<file path="src/rtl/muldiv_unit.sv">
// Iterative multiply/divide unit with architectural HI/LO registers.
// One shift-add or restoring-subtract step per cycle on operand magnitudes; signs are fixed at the end.
module muldiv_unit #(
  parameter int unsigned WIDTH = 32
) (
  input  logic             clk,
  input  logic             rst,
  input  logic             start,
  input  logic [2:0]       op,
  input  logic [WIDTH-1:0] num1,
  input  logic [WIDTH-1:0] num2,
  input  logic             flush,
  output logic             busy,
  output logic             stall,
  output logic             done,
  output logic [WIDTH-1:0] hi,
  output logic [WIDTH-1:0] lo
);

  localparam int unsigned CW = (WIDTH > 1) ? $clog2(WIDTH) : 1;

  localparam logic [2:0] OpMult  = 3'd1;
  localparam logic [2:0] OpMultu = 3'd2;
  localparam logic [2:0] OpDiv   = 3'd3;
  localparam logic [2:0] OpDivu  = 3'd4;
  localparam logic [2:0] OpMthi  = 3'd5;
  localparam logic [2:0] OpMtlo  = 3'd6;

  typedef enum logic [1:0] {StIdle, StRun, StFix} state_e;

  state_e               state_q, state_d;
  logic [CW-1:0]        cnt_q, cnt_d;
  logic [2*WIDTH-1:0]   p_q, p_d;
  logic [WIDTH-1:0]     mcand_q, mcand_d;
  logic                 is_div_q, is_div_d;
  logic                 neg_q, neg_d;
  logic                 neg_rem_q, neg_rem_d;
  logic                 div0_q, div0_d;
  logic [WIDTH-1:0]     hi_q, hi_d, lo_q, lo_d;
  logic                 done_q, done_d;

  logic                 is_md;
  logic                 signed_op, s1, s2;
  logic [WIDTH-1:0]     mag1, mag2;
  logic [WIDTH:0]       mul_sum, div_tmp, div_diff;
  logic [2*WIDTH-1:0]   prod;
  logic [WIDTH-1:0]     quot, rem;

  assign is_md = start && (op >= OpMult) && (op <= OpDivu);
  assign busy  = (state_q != StIdle);
  assign stall = busy | (is_md & ~flush);
  assign done  = done_q;
  assign hi    = hi_q;
  assign lo    = lo_q;

  always_comb begin
    signed_op = (op == OpMult) || (op == OpDiv);
    s1        = signed_op & num1[WIDTH-1];
    s2        = signed_op & num2[WIDTH-1];
    mag1      = s1 ? (-num1) : num1;
    mag2      = s2 ? (-num2) : num2;

    mul_sum  = {1'b0, p_q[2*WIDTH-1:WIDTH]} + (p_q[0] ? {1'b0, mcand_q} : '0);
    // Remainder is always below the divisor, so shifted value fits in WIDTH+1 bits.
    div_tmp  = p_q[2*WIDTH-1:WIDTH-1];
    div_diff = div_tmp - {1'b0, mcand_q};

    prod = neg_q ? (-p_q) : p_q;
    quot = p_q[WIDTH-1:0];
    rem  = p_q[2*WIDTH-1:WIDTH];
  end

  always_comb begin
    state_d   = state_q;
    cnt_d     = cnt_q;
    p_d       = p_q;
    mcand_d   = mcand_q;
    is_div_d  = is_div_q;
    neg_d     = neg_q;
    neg_rem_d = neg_rem_q;
    div0_d    = div0_q;
    hi_d      = hi_q;
    lo_d      = lo_q;
    done_d    = 1'b0;

    if (flush) begin
      state_d = StIdle;
    end else begin
      unique case (state_q)
        StIdle: begin
          if (is_md) begin
            is_div_d  = (op == OpDiv) || (op == OpDivu);
            p_d       = {{WIDTH{1'b0}}, (is_div_d ? mag1 : mag2)};
            mcand_d   = is_div_d ? mag2 : mag1;
            neg_d     = s1 ^ s2;
            neg_rem_d = s1;
            div0_d    = (num2 == '0);
            cnt_d     = '0;
            state_d   = StRun;
          end else if (start && op == OpMthi) begin
            hi_d = num1;
          end else if (start && op == OpMtlo) begin
            lo_d = num1;
          end
        end
        StRun: begin
          if (is_div_q) begin
            if (div_diff[WIDTH]) begin
              p_d = {div_tmp[WIDTH-1:0], p_q[WIDTH-2:0], 1'b0};
            end else begin
              p_d = {div_diff[WIDTH-1:0], p_q[WIDTH-2:0], 1'b1};
            end
          end else begin
            p_d = {mul_sum, p_q[WIDTH-1:1]};
          end
          cnt_d = cnt_q + CW'(1);
          if (cnt_q == CW'(WIDTH - 1)) begin
            state_d = StFix;
          end
        end
        StFix: begin
          if (is_div_q) begin
            lo_d = div0_q ? '1 : (neg_q ? (-quot) : quot);
            hi_d = neg_rem_q ? (-rem) : rem;
          end else begin
            {hi_d, lo_d} = prod;
          end
          done_d  = 1'b1;
          state_d = StIdle;
        end
        default: state_d = StIdle;
      endcase
    end
  end

  always_ff @(posedge clk or posedge rst) begin
    if (rst) begin
      state_q   <= StIdle;
      cnt_q     <= '0;
      p_q       <= '0;
      mcand_q   <= '0;
      is_div_q  <= 1'b0;
      neg_q     <= 1'b0;
      neg_rem_q <= 1'b0;
      div0_q    <= 1'b0;
      hi_q      <= '0;
      lo_q      <= '0;
      done_q    <= 1'b0;
    end else begin
      state_q   <= state_d;
      cnt_q     <= cnt_d;
      p_q       <= p_d;
      mcand_q   <= mcand_d;
      is_div_q  <= is_div_d;
      neg_q     <= neg_d;
      neg_rem_q <= neg_rem_d;
      div0_q    <= div0_d;
      hi_q      <= hi_d;
      lo_q      <= lo_d;
      done_q    <= done_d;
    end
  end

endmodule

</file>
<file path="config.mk">
export PLATFORM = sky130hd
export DESIGN_NAME = muldiv_unit
export DESIGN_NICKNAME = d
export VERILOG_FILES = /design/src/rtl/muldiv_unit.sv
export SDC_FILE = /design/constraint.sdc
export NUM_CORES = 1
export LEC_CHECK = 0
export BUFFER_PORTS_ARGS = -buffer_cell sky130_fd_sc_hd__buf_2
export CORE_UTILIZATION = 60
export CTS_CLUSTER_DIAMETER = 50
export DETAILED_ROUTE_END_ITERATION = 10
export PLACE_DENSITY = 0.8
export SYNTH_ARGS = -nofsm -noshare
export SYNTH_HDL_FRONTEND = slang
export SYNTH_SLANG_ARGS = --single-unit
</file>
<file path="constraint.sdc">
create_clock -name clk -period 15 [get_ports clk]
set_clock_uncertainty 0.1 [all_clocks]
set_input_delay 3 -clock clk [delete_from_list [all_inputs] [get_ports clk]]
set_output_delay 3 -clock clk [all_outputs]
set_load 0.02 [all_outputs]
</file>
[After elaboration in Yosys (flattened, before gate mapping)]
Index checks and enable logic that the tools add are counted.
Operators by class
  $lt $le $gt $ge: 2
  $add $sub $neg: 8
  bitwise operators: 6
  reduce and logical (&&, ||, !) cells: 16
  div/mod/pow operators: 0
  multipliers: 0
  shifts and indexed selects: 0
  eq/ne operators: 15
  mux-type cells: 30
Operators by type and width (number)
  $mux 32: 15
  $mux 64: 4
  $neg 32->32: 4
  $pmux 32 s2: 2
  $pmux 64 s2: 1
  $neg 64->64: 1
  $add 32x32->33: 1
  $sub 33x32->33: 1
  $logic_not 32->1: 1
  $ne 2x2->1 const B: 5
  $pmux 5 s2: 1
  $eq 3x3->1 const B: 3
  $mux 2: 3
  $ne 3x3->1 const B: 2
  $reduce_and 3->1: 2
  $reduce_bool 2->1: 3
  $add 5x1->5 const B: 1
  $eq 5x5->1 const B: 1
  $mux 5: 1
  $reduce_and 5->1: 1
  $logic_and 1x1->1: 4
  $pmux 2 s2: 1
  $reduce_and 4->1: 1
  $and 1x1->1: 3
  other kinds (13): 15
Word-level totals
  bits in read-only memories: 0
  memories: 0
  bits in registers: 172
  bits in latches: 0
  word-level logic and storage cells: 88
  output and inout bits: 67
  memory bits (writable): 0
  bits of input ports: 71

[Longest topological paths before layout]
  depth after elaboration: 7
  depth in mapped cells: 15
  mapped depth without buffers: 14

[Worst setup path after synthesis]
No wires, ideal clock.
  path kind: input to output
  start point: in op[1]
  end point: out stall
  arrival: 3.659 ns
  stages: 4
  path buffers: 0
  required time: 11.900 ns
  slack: 8.241 ns
  path through: nor2_1 -> xnor2_1 -> nand3b_1 -> nand2b_1
Between the ends
  word-level cells in the longest chain between the ends: 5
  elaborated cells on any way between the ends: 6
  classes of those cells: order compare: 2; bitwise: 2; reduce/logical: 2
RTL lines
  start: declaration: line 9  | input logic [2:0] op,
  $ge 3x1->1: line 49  | assign is_md = start && (op >= OpMult) && (op <= OpDivu);
  $logic_and 1x1->1: line 49
  $logic_and 1x1->1 (*): line 49
  $and 1x1->1 (*): line 51  | assign stall = busy | (is_md & ~flush);
  $or 1x1->1 (*): line 51
  end: declaration: line 14  | output logic stall,
Every way passes the cells marked *; elsewhere a longest branch is shown, timed or not.

[Final worst setup path]
Same ends and word-level chain as after synthesis.

==> out/qor.txt <==
Layout cells sized above 1: 11.79%
CP Class: input pin to output pin
Area leader, netlist: dfrtp_1
Util after Layout: 67.87%
Synth area leaders: dfrtp_1 30%, o21ai_0 7.7%, xnor2_1 6.8%, ha_1 6.0%, a21oi_1 5.9%
Critical Path Fanout Max: 5
Top-count cell post-synth: o21ai_0
Grt ovf: 0
TritonCTS clock tree: done
CP top delay family: simple AND/OR/NAND/NOR gates
Post-synth top area share: 29.53%
Post-DP Area: 0.01545 mm2
Num CTS Buffers: 17
Worst Tran Pin Value: 1343 ps
Maxcap violations: 0
Tot GR Track Use: 40.62%
Final TNS setup: 0 ps
Post-synthesis cell count: 1907
Post-synth top cells: 223 x o21ai_0, 220 x nand2_1, 198 x nor2_1
Port Buffers: 137
Final WL: 50.10 mm
Die X: 157.9 um
CTS Sinks: 172
Starting DRT DRC Count: 1896
# hold bufs at CTS: 0
Antenna cells: 0
Fin nets: 2115
Count of final setup violators: 0
Initial Util: 61.55%
H-tree Lvls: 4
RSZ-0062 raised after global routing: no
Vias in the first global route: 13640
Power per cell area: 189.7 mW/mm2
Clock-pin slew on the worst setup and hold paths: 70 ps
CP cell instances: buf_2 > nor2_1 > xnor2_1 > nand3b_1 > nand2b_1 > buf_2
Synth Flop Type: dfrtp_1
Syn_area_per_cell: 7.644 um2
Area Overhead vs Synth: 10.26%
Synth Register Bits: 172
Period minus WS final: 7166 ps
Final Wtd Congestion: 0.9825
Core footprint: 0.02368 mm2
Post-route cell area: 0.01607 mm2
Max-slew violations: 0
Largest net degree at the start of global routing: 103
Critical Path Start Type: input pin
Initial antenna violation count: 3
Number of synthesized flops with an enable pin: 0
Crit path DAT: 4070 ps
Slowest CP cell: nor2_1
Row Count: 56
Syn_nets: 2050
Endpoints failing hold: 0
CP required: 11900 ps
Slew margin rel.: 10.36%
Via/cell ratio: 6.575
Pleak: 7.052 nW
Crit path top cell by count: buf_2
Status: finished, final reports clean
Post_cts resized: 0
Detail Route Antenna Nets: 0
Post-route DRC: 0
Fin crit share: 47.77%
Total power: 3.049 mW
First-pass GRT wire length: 76.53 mm
Detailed Routing Iterations Pass 1: 5
Max VDD drop: 101.5 uV
Yosys warnings: 0
Post-Synthesis Cell Area: 0.01458 mm2
DIE AREA: 0.02492 mm2
Setup bufs post-CTS: 0
Final HPWL DP: 36.70 mm
Die H: 157.9 um
Seq/Total Area, Yosys: 29.53%
Fmax: 0.1396 GHz
Vias: 15150
IO Count: 138
Netlist cell types: 72
Clk buf depth: 2
CP max stage delay: 260 ps
Wire per inst: 21.74 um
Fillcell total: 2074
Min-delay worst type: register to register
Clk root buf: clkbuf_16
Critical Path Sink Type: output pin
Bufs and invs on worst path: 2
Post-synthesis async set-or-reset flop share: 100.0%
Skew-Pair Late Insertion Delay: 450 ps
==> cell families (layout without fill, tap and decap cells) <==
| kind of cell | after synthesis | in the layout | synth area share (%) |
|---|---|---|---|
| AOI/OAI and AO/OA | 623 | 623 | 25.08 |
| xor gates and xnor gates | 164 | 164 | 9.905 |
| adders and majority gates | 72 | 72 | 6.283 |
| buffers and inverters | 177 | 255 | 4.703 |
| DFF | 172 | 172 | 29.53 |
| muxes | 60 | 60 | 4.163 |
| and+or+nand+nor | 639 | 639 | 20.34 |
==> worst paths after layout <==
path | from | to | cells past startpoint | slack, ps
worst max-delay path | op[1] | stall | 6 | 7830
worst min-delay path | hi[10]$_DFFE_PP0P_ | hi[10]$_DFFE_PP0P_ | 2 | 380
worst max register to register | p_q[0]$_DFFE_PP0P_ | p_q[63]$_DFFE_PP0P_ | 14 | 10070
worst min register to register | hi[10]$_DFFE_PP0P_ | hi[10]$_DFFE_PP0P_ | 2 | 380
max in group asynchronous | rst | is_div_q$_DFFE_PP0P_ | 3 | 10530
min in group asynchronous | rst | lo[13]$_DFFE_PP0P_ | 2 | 2650
==> metal layers <==
metal | global-route usage (%) | wire length (um) | vias up
li1 | - | - | 6935
met1 | 55.62 | 20600 | 7090
met2 | 58.15 | 20690 | 934
met3 | 9.198 | 5593 | 184
met4 | 24.18 | 3168 | 6
met5 | 0 | 46 | -
==> layout by cell type (no fill, tap or decap), types with 7 or more instances in the layout <==
master     count
nand3_1       51
o22ai_1       36
a31oi_1       22
nor2_1       195
nor3_1        25
xor2_1        50
o31ai_1       24
buf_4         23
a211oi_1      15
dfrtp_1      171
o211ai_1      16
and3_1         7
a22oi_1       20
nand2_1      220
mux2i_1       55
a21oi_1      171
inv_1         62
ha_1          70
o21bai_1       9
xnor2_1      113
clkbuf_16     17
buf_2        137
o21a_1        10
o21ai_1       11
nor2b_1       15
or4_1         10
nand4_1       12
o41ai_1        8
nor4_1        19
and2_1         8
nand2b_1      18
or3_1         14
a21o_1        20
o22a_1         7
or2_2          8
nor3b_1        8
o21ai_0      223
==> area by class of cell <==
class	instances	area (um2)	share of cell area (%)
Clock buffer	17	425.4	2.647
Clock inverter	15	200.2	1.246
Inverter	63	241.5	1.502
Multi-Input combinational cell	1558	9643	60.00
Sequential cell	172	4305	26.79
Tap cell	319	399.1	2.483
Timing Repair Buffer	160	858.3	5.340
==> tightest hold or removal path, cell delays in order (launching register included) <==
cell	delay, ps
dfrtp_1	340
nand2_1	40
o21ai_0	60
==> registers in the layout, indices dropped and copies added (netlist names), 2 cells and up <==
register,count
cnt_q,5
hi,32
lo,32
mcand_q,32
p_q,64
state_q,2
==> metrics by stage <==
stage | instances | setup WS, ps | hold WS (ps)
global placement | 2272 | 7898 | 356.1
CTS | 2304 | 7824 | 382.5
finish | 2304 | 7834 | 378.5
floorplan | 1907 | 7240 | 345.3
global route | 2304 | 7705 | 399.0
detailed placement | 2272 | 7825 | 365.5
==> power breakdown <==
group	switching, mW	leakage [nW]	internal [mW]
combinational	1.04	4.59	0.707
sequential	0.227	2.16	0.598
clock	0.236	0.298	0.243
total	1.50	7.05	1.55
(Power assumes the default switching activity.)
